File: src/rtl/fir_sample_loader.sv
// Streams signed 8-bit samples into the FIR sample memory, appends PAD zero
// samples per frame, then pulses the filter start and waits for completion.
module fir_sample_loader #(
  parameter int unsigned ADDR_W    = 10,
  parameter int unsigned DEPTH     = 1024,
  parameter int unsigned PAD       = 4,
  parameter int unsigned START_LEN = 1
) (
  input  logic              clk,
  input  logic              rst,
  input  logic              s_valid,
  output logic              s_ready,
  input  logic [7:0]        s_data,
  input  logic              s_last,
  output logic [ADDR_W-1:0] mem_addr_b,
  output logic              mem_we_b,
  output logic [7:0]        mem_data_in_b,
  output logic              filt_start,
  input  logic              filt_done,
  output logic              busy,
  output logic [ADDR_W:0]   sample_count,
  output logic              overflow
);

  localparam int unsigned CntW = ADDR_W + 1;
  // Samples beyond this count would push the pad past the end of memory.
  localparam logic [CntW-1:0] Limit     = CntW'(DEPTH - PAD);
  localparam logic [CntW-1:0] PadLast   = CntW'((PAD == 0) ? 0 : PAD - 1);
  localparam logic [3:0]      StartLast = 4'(START_LEN - 1);

  typedef enum logic [2:0] {
    StIdle,
    StLoad,
    StPad,
    StStart,
    StWait
  } state_e;

  state_e          state_q, state_d;
  logic [CntW-1:0] wr_ptr_q, wr_ptr_d;
  logic [CntW-1:0] count_q, count_d;
  logic            ovf_q, ovf_d;
  logic [CntW-1:0] pad_cnt_q, pad_cnt_d;
  logic [3:0]      start_cnt_q, start_cnt_d;
  logic            we_q, we_d;
  logic [ADDR_W-1:0] addr_q, addr_d;
  logic [7:0]      data_q, data_d;

  // Frame-local bookkeeping as seen by the current beat; a beat taken in
  // IDLE starts a fresh frame, so it sees cleared pointer/count/overflow.
  logic [CntW-1:0] ptr_base;
  logic [CntW-1:0] cnt_base;
  logic            ovf_base;
  logic            accept;

  assign s_ready       = (state_q == StIdle) || (state_q == StLoad);
  assign accept        = s_valid && s_ready;
  assign busy          = (state_q != StIdle);
  assign filt_start    = (state_q == StStart);
  assign mem_we_b      = we_q;
  assign mem_addr_b    = addr_q;
  assign mem_data_in_b = data_q;
  assign sample_count  = count_q;
  assign overflow      = ovf_q;

  // Next-state and registered memory-write computation.
  always_comb begin
    state_d     = state_q;
    wr_ptr_d    = wr_ptr_q;
    count_d     = count_q;
    ovf_d       = ovf_q;
    pad_cnt_d   = pad_cnt_q;
    start_cnt_d = start_cnt_q;
    we_d        = 1'b0;
    addr_d      = addr_q;
    data_d      = data_q;
    ptr_base    = wr_ptr_q;
    cnt_base    = count_q;
    ovf_base    = ovf_q;

    unique case (state_q)
      StIdle, StLoad: begin
        if (accept) begin
          if (state_q == StIdle) begin
            ptr_base = '0;
            cnt_base = '0;
            ovf_base = 1'b0;
          end
          if (cnt_base < Limit) begin
            we_d     = 1'b1;
            addr_d   = ptr_base[ADDR_W-1:0];
            data_d   = s_data;
            wr_ptr_d = ptr_base + 1'b1;
            count_d  = cnt_base + 1'b1;
            ovf_d    = ovf_base;
          end else begin
            // Memory full: drop the beat but keep draining to s_last.
            wr_ptr_d = ptr_base;
            count_d  = cnt_base;
            ovf_d    = 1'b1;
          end
          if (s_last) begin
            pad_cnt_d   = '0;
            start_cnt_d = '0;
            state_d     = (PAD == 0) ? StStart : StPad;
          end else begin
            state_d = StLoad;
          end
        end
      end

      StPad: begin
        we_d      = 1'b1;
        addr_d    = wr_ptr_q[ADDR_W-1:0];
        data_d    = 8'h00;
        wr_ptr_d  = wr_ptr_q + 1'b1;
        pad_cnt_d = pad_cnt_q + 1'b1;
        if (pad_cnt_q == PadLast) begin
          start_cnt_d = '0;
          state_d     = StStart;
        end
      end

      StStart: begin
        start_cnt_d = start_cnt_q + 1'b1;
        if (start_cnt_q == StartLast) begin
          state_d = StWait;
        end
      end

      StWait: begin
        if (filt_done) begin
          state_d = StIdle;
        end
      end

      default: begin
        state_d = StIdle;
      end
    endcase
  end

  // State and datapath registers; reset aborts any frame and pending write.
  always_ff @(posedge clk) begin
    if (rst) begin
      state_q     <= StIdle;
      wr_ptr_q    <= '0;
      count_q     <= '0;
      ovf_q       <= 1'b0;
      pad_cnt_q   <= '0;
      start_cnt_q <= '0;
      we_q        <= 1'b0;
      addr_q      <= '0;
      data_q      <= '0;
    end else begin
      state_q     <= state_d;
      wr_ptr_q    <= wr_ptr_d;
      count_q     <= count_d;
      ovf_q       <= ovf_d;
      pad_cnt_q   <= pad_cnt_d;
      start_cnt_q <= start_cnt_d;
      we_q        <= we_d;
      addr_q      <= addr_d;
      data_q      <= data_d;
    end
  end

endmodule

File: config.mk
export PLATFORM = sky130hd
export DESIGN_NAME = fir_sample_loader
export DESIGN_NICKNAME = d
export VERILOG_FILES = /design/src/rtl/fir_sample_loader.sv
export SDC_FILE = /design/constraint.sdc
export NUM_CORES = 1
export LEC_CHECK = 0
export ABC_AREA = 1
export CORE_MARGIN = 10
export CORE_UTILIZATION = 49
export CTS_CLUSTER_SIZE = 28
export DETAILED_ROUTE_END_ITERATION = 8
export GPL_ROUTABILITY_DRIVEN = 0
export MAX_ROUTING_LAYER = met4
export PLACE_DENSITY = 0.83
export REMOVE_ABC_BUFFERS = 1
export SLEW_MARGIN = 20
export SYNTH_ARGS = -nofsm -noshare
export SYNTH_HDL_FRONTEND = slang
export SYNTH_SLANG_ARGS = --single-unit
File: constraint.sdc
create_clock -name clk -period 4.85 [get_ports clk]
set_clock_uncertainty 0.1 [all_clocks]
set_input_delay 0.485 -clock clk [delete_from_list [all_inputs] [get_ports clk]]
set_output_delay 0.485 -clock clk [all_outputs]
set_load 0.05 [all_outputs]
# After elaboration in Yosys (flattened, before gate mapping)
# Index checks and enable logic that the tools add are counted.
[totals] wordCells=76 latchBits=0 romBits=0 inputBits=13 mem_bits_rw=0 register_bits=60 memories=0
[classes] n_div=0 shifts=0 n_eq_ne=12 addsub=5 mux=34 magnitude_cmp=1 bitwise_logic=0 n_mul=0 n_reduce_logical=15
[ops] op="11-bit 2-to-1 mux" n=11
[ops] op="11-bit by 1-bit adder with 11-bit output (second input constant)" n=4
[ops] op="11-bit case mux with 2 select lines" n=2
[ops] op="10-bit 2-to-1 mux" n=2
[ops] op="10-bit case mux with 2 select lines" n=1
[ops] op="8-bit 2-to-1 mux" n=2
[ops] op="8-bit case mux with 2 select lines" n=1
[ops] op="3-bit 2-to-1 mux" n=4
[ops] op="4-bit 2-to-1 mux" n=3
[ops] op="2-bit inequality test (second input constant)" n=6
[ops] op="3-bit case mux with 4 select lines" n=1
[ops] op="4-bit case mux with 3 select lines" n=1
[ops] op="11-bit by 2-bit == test with 1-bit output (second input constant)" n=1
[ops] op="11-bit by 10-bit less-than comparator with 1-bit output (second input constant)" n=1
[ops] op="3-bit AND reduction" n=3
[ops] op="4-bit AND reduction" n=2
[ops] op="3-bit by 2-bit == test with 1-bit output (second input constant)" n=2
[ops] op="3-bit nonzero test" n=2
[ops] op="4-bit by 1-bit adder with 4-bit output (second input constant)" n=1
[ops] op="4-bit logical NOT" n=1
[ops] op="1-bit 2-to-1 mux" n=4
[ops] op="2-bit AND reduction" n=2
[ops] op="3-bit by 1-bit == test with 1-bit output (second input constant)" n=1
[ops] op="3-bit == test (second input constant)" n=1
[ops] op="8 further kinds" n=8

# Longest topological paths before layout
[depth] word_depth=9 ltp_mapped=18 mapped_depth_nobuf=16

# Worst setup path before layout
# No wires, ideal clock.
[synth_timing] path_type="register to register" startpoint="register state_q[0]" endpoint="register wr_ptr_q[6]" period_less_slack_ps=2303 stages_incl_launch_ff=19 slack_ps=2547 arrival_time_ps=2094 t_required_ps=4641 cell_sequence="dfxtp_1 -> nor2_2 -> nand2_4 -> buf_4 -> buf_2 -> nand2_1 -> inv_1 -> ha_1 -> inv_1 -> nor2_1 -> nand3_1 -> nand2_1 -> nand2_1 -> nand3_1 -> nand2_1 -> nand2_1 -> nand3_1 -> nand2_1 -> inv_1"
[synth_via] elab_chain_cells=8
[synth_rtl] element="from (decl)" line="39" source="state_e state_q, state_d;"
[synth_rtl] element="from (signal assigned)" line="146" source="state_q <= StIdle;"
[synth_rtl] element="from (signal assigned)" line="156" source="state_q <= state_d;"
[synth_rtl] element="3-bit logical NOT" line="56, 81, 84"
[synth_rtl] element="11-bit 2-to-1 mux" line="84" source="if (state_q == StIdle) begin"
[synth_rtl] element="11-bit 2-to-1 mux" line="83" source="if (accept) begin"
[synth_rtl] element="11-bit 2-to-1 mux" line="81" source="unique case (state_q)"
[synth_rtl] element="11-bit by 1-bit adder with 11-bit output or 11-bit by 10-bit less-than comparator with 1-bit output (tied branches)" line="93, 89"
[synth_rtl] element="11-bit 2-to-1 mux" line="89" source="if (cnt_base < Limit) begin"
[synth_rtl] element="11-bit 2-to-1 mux" line="83"
[synth_rtl] element="11-bit case mux with 2 select lines" line="81"
[synth_rtl] element="to (signal assigned)" line="157" source="wr_ptr_q <= wr_ptr_d;"
[synth_rtl] element="to (decl)" line="40" source="logic [CntW-1:0] wr_ptr_q, wr_ptr_d;"
# Parallel ways exist; a longest one is shown, timed or not. The select of a mux whose other input is x is not followed.
# A chain may end at the register's enable or synchronous reset.

# Worst setup path after layout
[layout_timing] startpoint="register state_q[0]" endpoint="output port s_ready"
[layout_via] elab_chain_cells=2
[layout_rtl] element="3-bit by 1-bit == test with 1-bit output or 3-bit logical NOT (tied branches)" line="56" source="assign s_ready = (state_q == StIdle) || (state_q == StLoad);"
[layout_rtl] element="1-bit logical OR (*)" line="56"
[layout_rtl] element="to (decl)" line="12" source="output logic s_ready,"
# Every way passes the cells marked *; elsewhere a longest branch is shown, timed or not.

==> results.sh <==
export IMPL_outcome="finished, final reports clean"
export IMPL_worst_slack_ps=2140
export IMPL_cts_made_buffers=9
export IMPL_cts_path_max_buffers=2
export IMPL_cts_hold_buf=0
export IMPL_ant_nets=0
export IMPL_cts_resized=0
export IMPL_slowest_stage="clkdlybuf4s50_1"
export IMPL_clkSlewWorstSetupHoldPaths_ps=70
export IMPL_p_switching_mw=0.989
export IMPL_slew_headroom_pct=49.8
export IMPL_peakVddDrop_mv=0.382
export IMPL_crit_fanout=24
export IMPL_syn_to_final_growth_pct=21.2
export IMPL_reg2reg_slack_ps=2450
export IMPL_finalSetupTns_ps=0
export IMPL_clock_sinks=59
export IMPL_setup_viol=0
export IMPL_first_pass_iters=5
export IMPL_rows=29
export IMPL_grt_total_usage_pct=18.2
export IMPL_cts_setup_buffers=0
export IMPL_io_buffers=46
export IMPL_antenna_found_initial=0
export IMPL_nFillCells=572
export IMPL_core_mm2=0.00642
export IMPL_fin_crit_ps=2710
export IMPL_antenna_cells=0
export IMPL_synth_area_per_cell_um2=6.49
export IMPL_worstPathRequired_ps=4260
export IMPL_insertion_delay_ps=350
export IMPL_seqPwrFrac_pct=31.0
export IMPL_clockRootBuffer="clkbuf_8"
export IMPL_vias_per_cell=5.52
export IMPL_path_class="reg -> out"
export IMPL_ys_ff_latch=59
export IMPL_ys_warn_count=0
export IMPL_crit_arrival_ps=2130
export IMPL_multi_input_area_mm2=0.00178
export IMPL_cts_tree="built"
export IMPL_final_area_mm2=0.00397
export IMPL_first_iter_violations=298
export IMPL_rsz0062_at_grt="no"
export IMPL_slew_violations=0
export IMPL_place_ws_ps=2380
export IMPL_swShare_pct=45.6
export IMPL_hpwl_um=6050
export IMPL_p_int_mw=1.18
export IMPL_yosysUniqueCellTypes=30
export IMPL_p_per_area_mw_per_mm2=546
export IMPL_die_w_um=102
export IMPL_grt_pass1_wl_um=14900
export IMPL_vias=3458
export IMPL_fmax_mhz=369
export IMPL_holdPathStages=2
export IMPL_grt_overflow=0
export IMPL_power_frac_comb_pct=46.0
export IMPL_seqCellArea_mm2=0.00118
export IMPL_tightest_slew_ps=752
export IMPL_wire_per_inst_um=14.0
export IMPL_nets=566
export IMPL_crit_chain="nor2_2 -> nand2_4 -> o21ai_2 -> clkdlybuf4s50_1"
export IMPL_min_to="mem_data_in_b[5]"
export IMPL_final_cells=627
export IMPL_grt_max_degree=34
export IMPL_io_pins=47
export IMPL_whs_ps=365
export IMPL_slowest_delay_ps=850
export IMPL_drive_gt1_share_pct=6.91
export IMPL_period_share_pct=55.9
export IMPL_hold_viol=0
export IMPL_placed_cell_area_mm2=0.00376
export IMPL_leakagePower_nw=1.63
export IMPL_synthCells=505
export IMPL_setup_worst_path_start_class="flop"
export IMPL_cap_violations=0
export IMPL_placed_cells=613
export IMPL_hold_path_class="reg -> reg"
export IMPL_reg2reg_to="sample_count[6]"
export IMPL_hold_start="mem_data_in_b[5]"
export IMPL_initial_core_util_pct=51.0
export IMPL_die_h_um=102
export IMPL_rr_worst_depth=12
export IMPL_routed_wl_um=8800
export IMPL_r2r_start="state_q[0]"
export IMPL_drc=0
export IMPL_grt_pass1_vias=3315
export IMPL_syn_area_mm2=0.00328
export IMPL_pwr_share_clk_pct=23.1
export IMPL_synth_seq_area_share_pct=36.0
export IMPL_critPathCaptureType="output pin"
export IMPL_die_area_mm2=0.0104
export IMPL_htreeDepth=3
-- through the flow --
stage | total power [mW] | utilization, %
floorplan | 1.35 | -
global placement | 1.64 | 58.5
detailed placement | 1.66 | 58.5
CTS | 2.17 | 61.9
global route | 2.29 | 61.9
finish | 2.17 | 61.9
-- flip-flops by register name, summed over array words and instances (netlist names) --
register	count
state_q	3
mem_addr_b	10
start_cnt_q	4
sample_count	11
overflow	1
pad_cnt_q	11
wr_ptr_q	10
mem_we_b	1
mem_data_in_b	8
-- synth_stat cells, drive strengths merged --
cell type | count | area (um^2)
or2 | 4 | 25.0
and3 | 1 | 6.26
nor2 | 56 | 213
ha | 6 | 75.1
o21ai | 37 | 189
nand4 | 10 | 62.6
nand2 | 129 | 509
nor3b | 2 | 15.0
xor2 | 8 | 70.1
nand3 | 46 | 248
a31oi | 2 | 12.5
nand3b | 2 | 15.0
inv | 60 | 225
dfxtp | 59 | 1180
nor3 | 12 | 65.1
clkbuf | 7 | 26.3
buf | 10 | 66.3
a31o | 1 | 8.76
a21oi | 53 | 265
-- how the worst max path moves through the flow --
stage,from,endpoint,slack (ps),cells after the start
CTS,state_q[0],s_ready,2130,4
floorplan,state_q[0],wr_ptr_q[6],2750,16
global route,state_q[0],s_ready,2060,4
detailed placement,rst,pad_cnt_q[3],2380,5
global placement,rst,pad_cnt_q[3],2500,5
finish,state_q[0],s_ready,2140,4
-- layer usage --
layer	GRT usage [%]	part of all wire, %
met5	-	0
met4	8.58	2.0
met3	4.08	7.0
met2	29.6	48
met1	20.8	43
-- placed cells by master, fill, tap and decap left out, types with 4 or more instances in the layout --
master           Yosys  layout
clkdlybuf4s50_1      0      46
clkbuf_8             0      11
ha_1                 6       6
or2_2                4       4
nand4_1             10      10
dfxtp_1             59      59
nand2_1            123     123
inv_1               53      53
o21ai_0             35      35
nand3_1             44      44
a21oi_1             53      53
nor3_1              11      11
nor2_1              55      55
inv_2                7       7
xor2_1               8       8
nand2_2              4       4
-- power groups by stage --
stage / Sequential (mW) / Clock, mW / Combinational [mW]
after CTS: 0.670 / 0.508 / 0.991
final: 0.671 / 0.500 / 0.997
after global placement: 0.672 / 0 / 0.970
after detailed placement: 0.677 / 0 / 0.987
after floorplan: 0.843 / 0 / 0.512
after global routing: 0.683 / 0.524 / 1.09
-- worst max-delay path, delay by kind of cell (launching register included) --
kind,cells,cell delay (ps)
flip-flops,1,350
buffers and inverters,1,850
AO/OA/AOI/OAI,1,170
AND/OR/NAND/NOR,2,400
-- logic make-up after synthesis --
logic type	synth area share, %
XOR/XNOR	2.14
AO/OA/AOI/OAI	14.5
adder cells (fa/ha/maj)	2.29
flip-flops	36.0
buffers and inverters	9.69
AND/OR/NAND/NOR	35.3
-- area by class of cell --
class	instances	area share [%]
Inverter	60	5.67
Tap cell	77	2.43
Sequential cell	59	29.7
Clock inverter	2	1.51
Clock buffer	12	3.91
Multi-Input combinational cell	369	44.8
Timing Repair Buffer	48	12.0
Note: power is estimated with default switching activity, not from simulation.
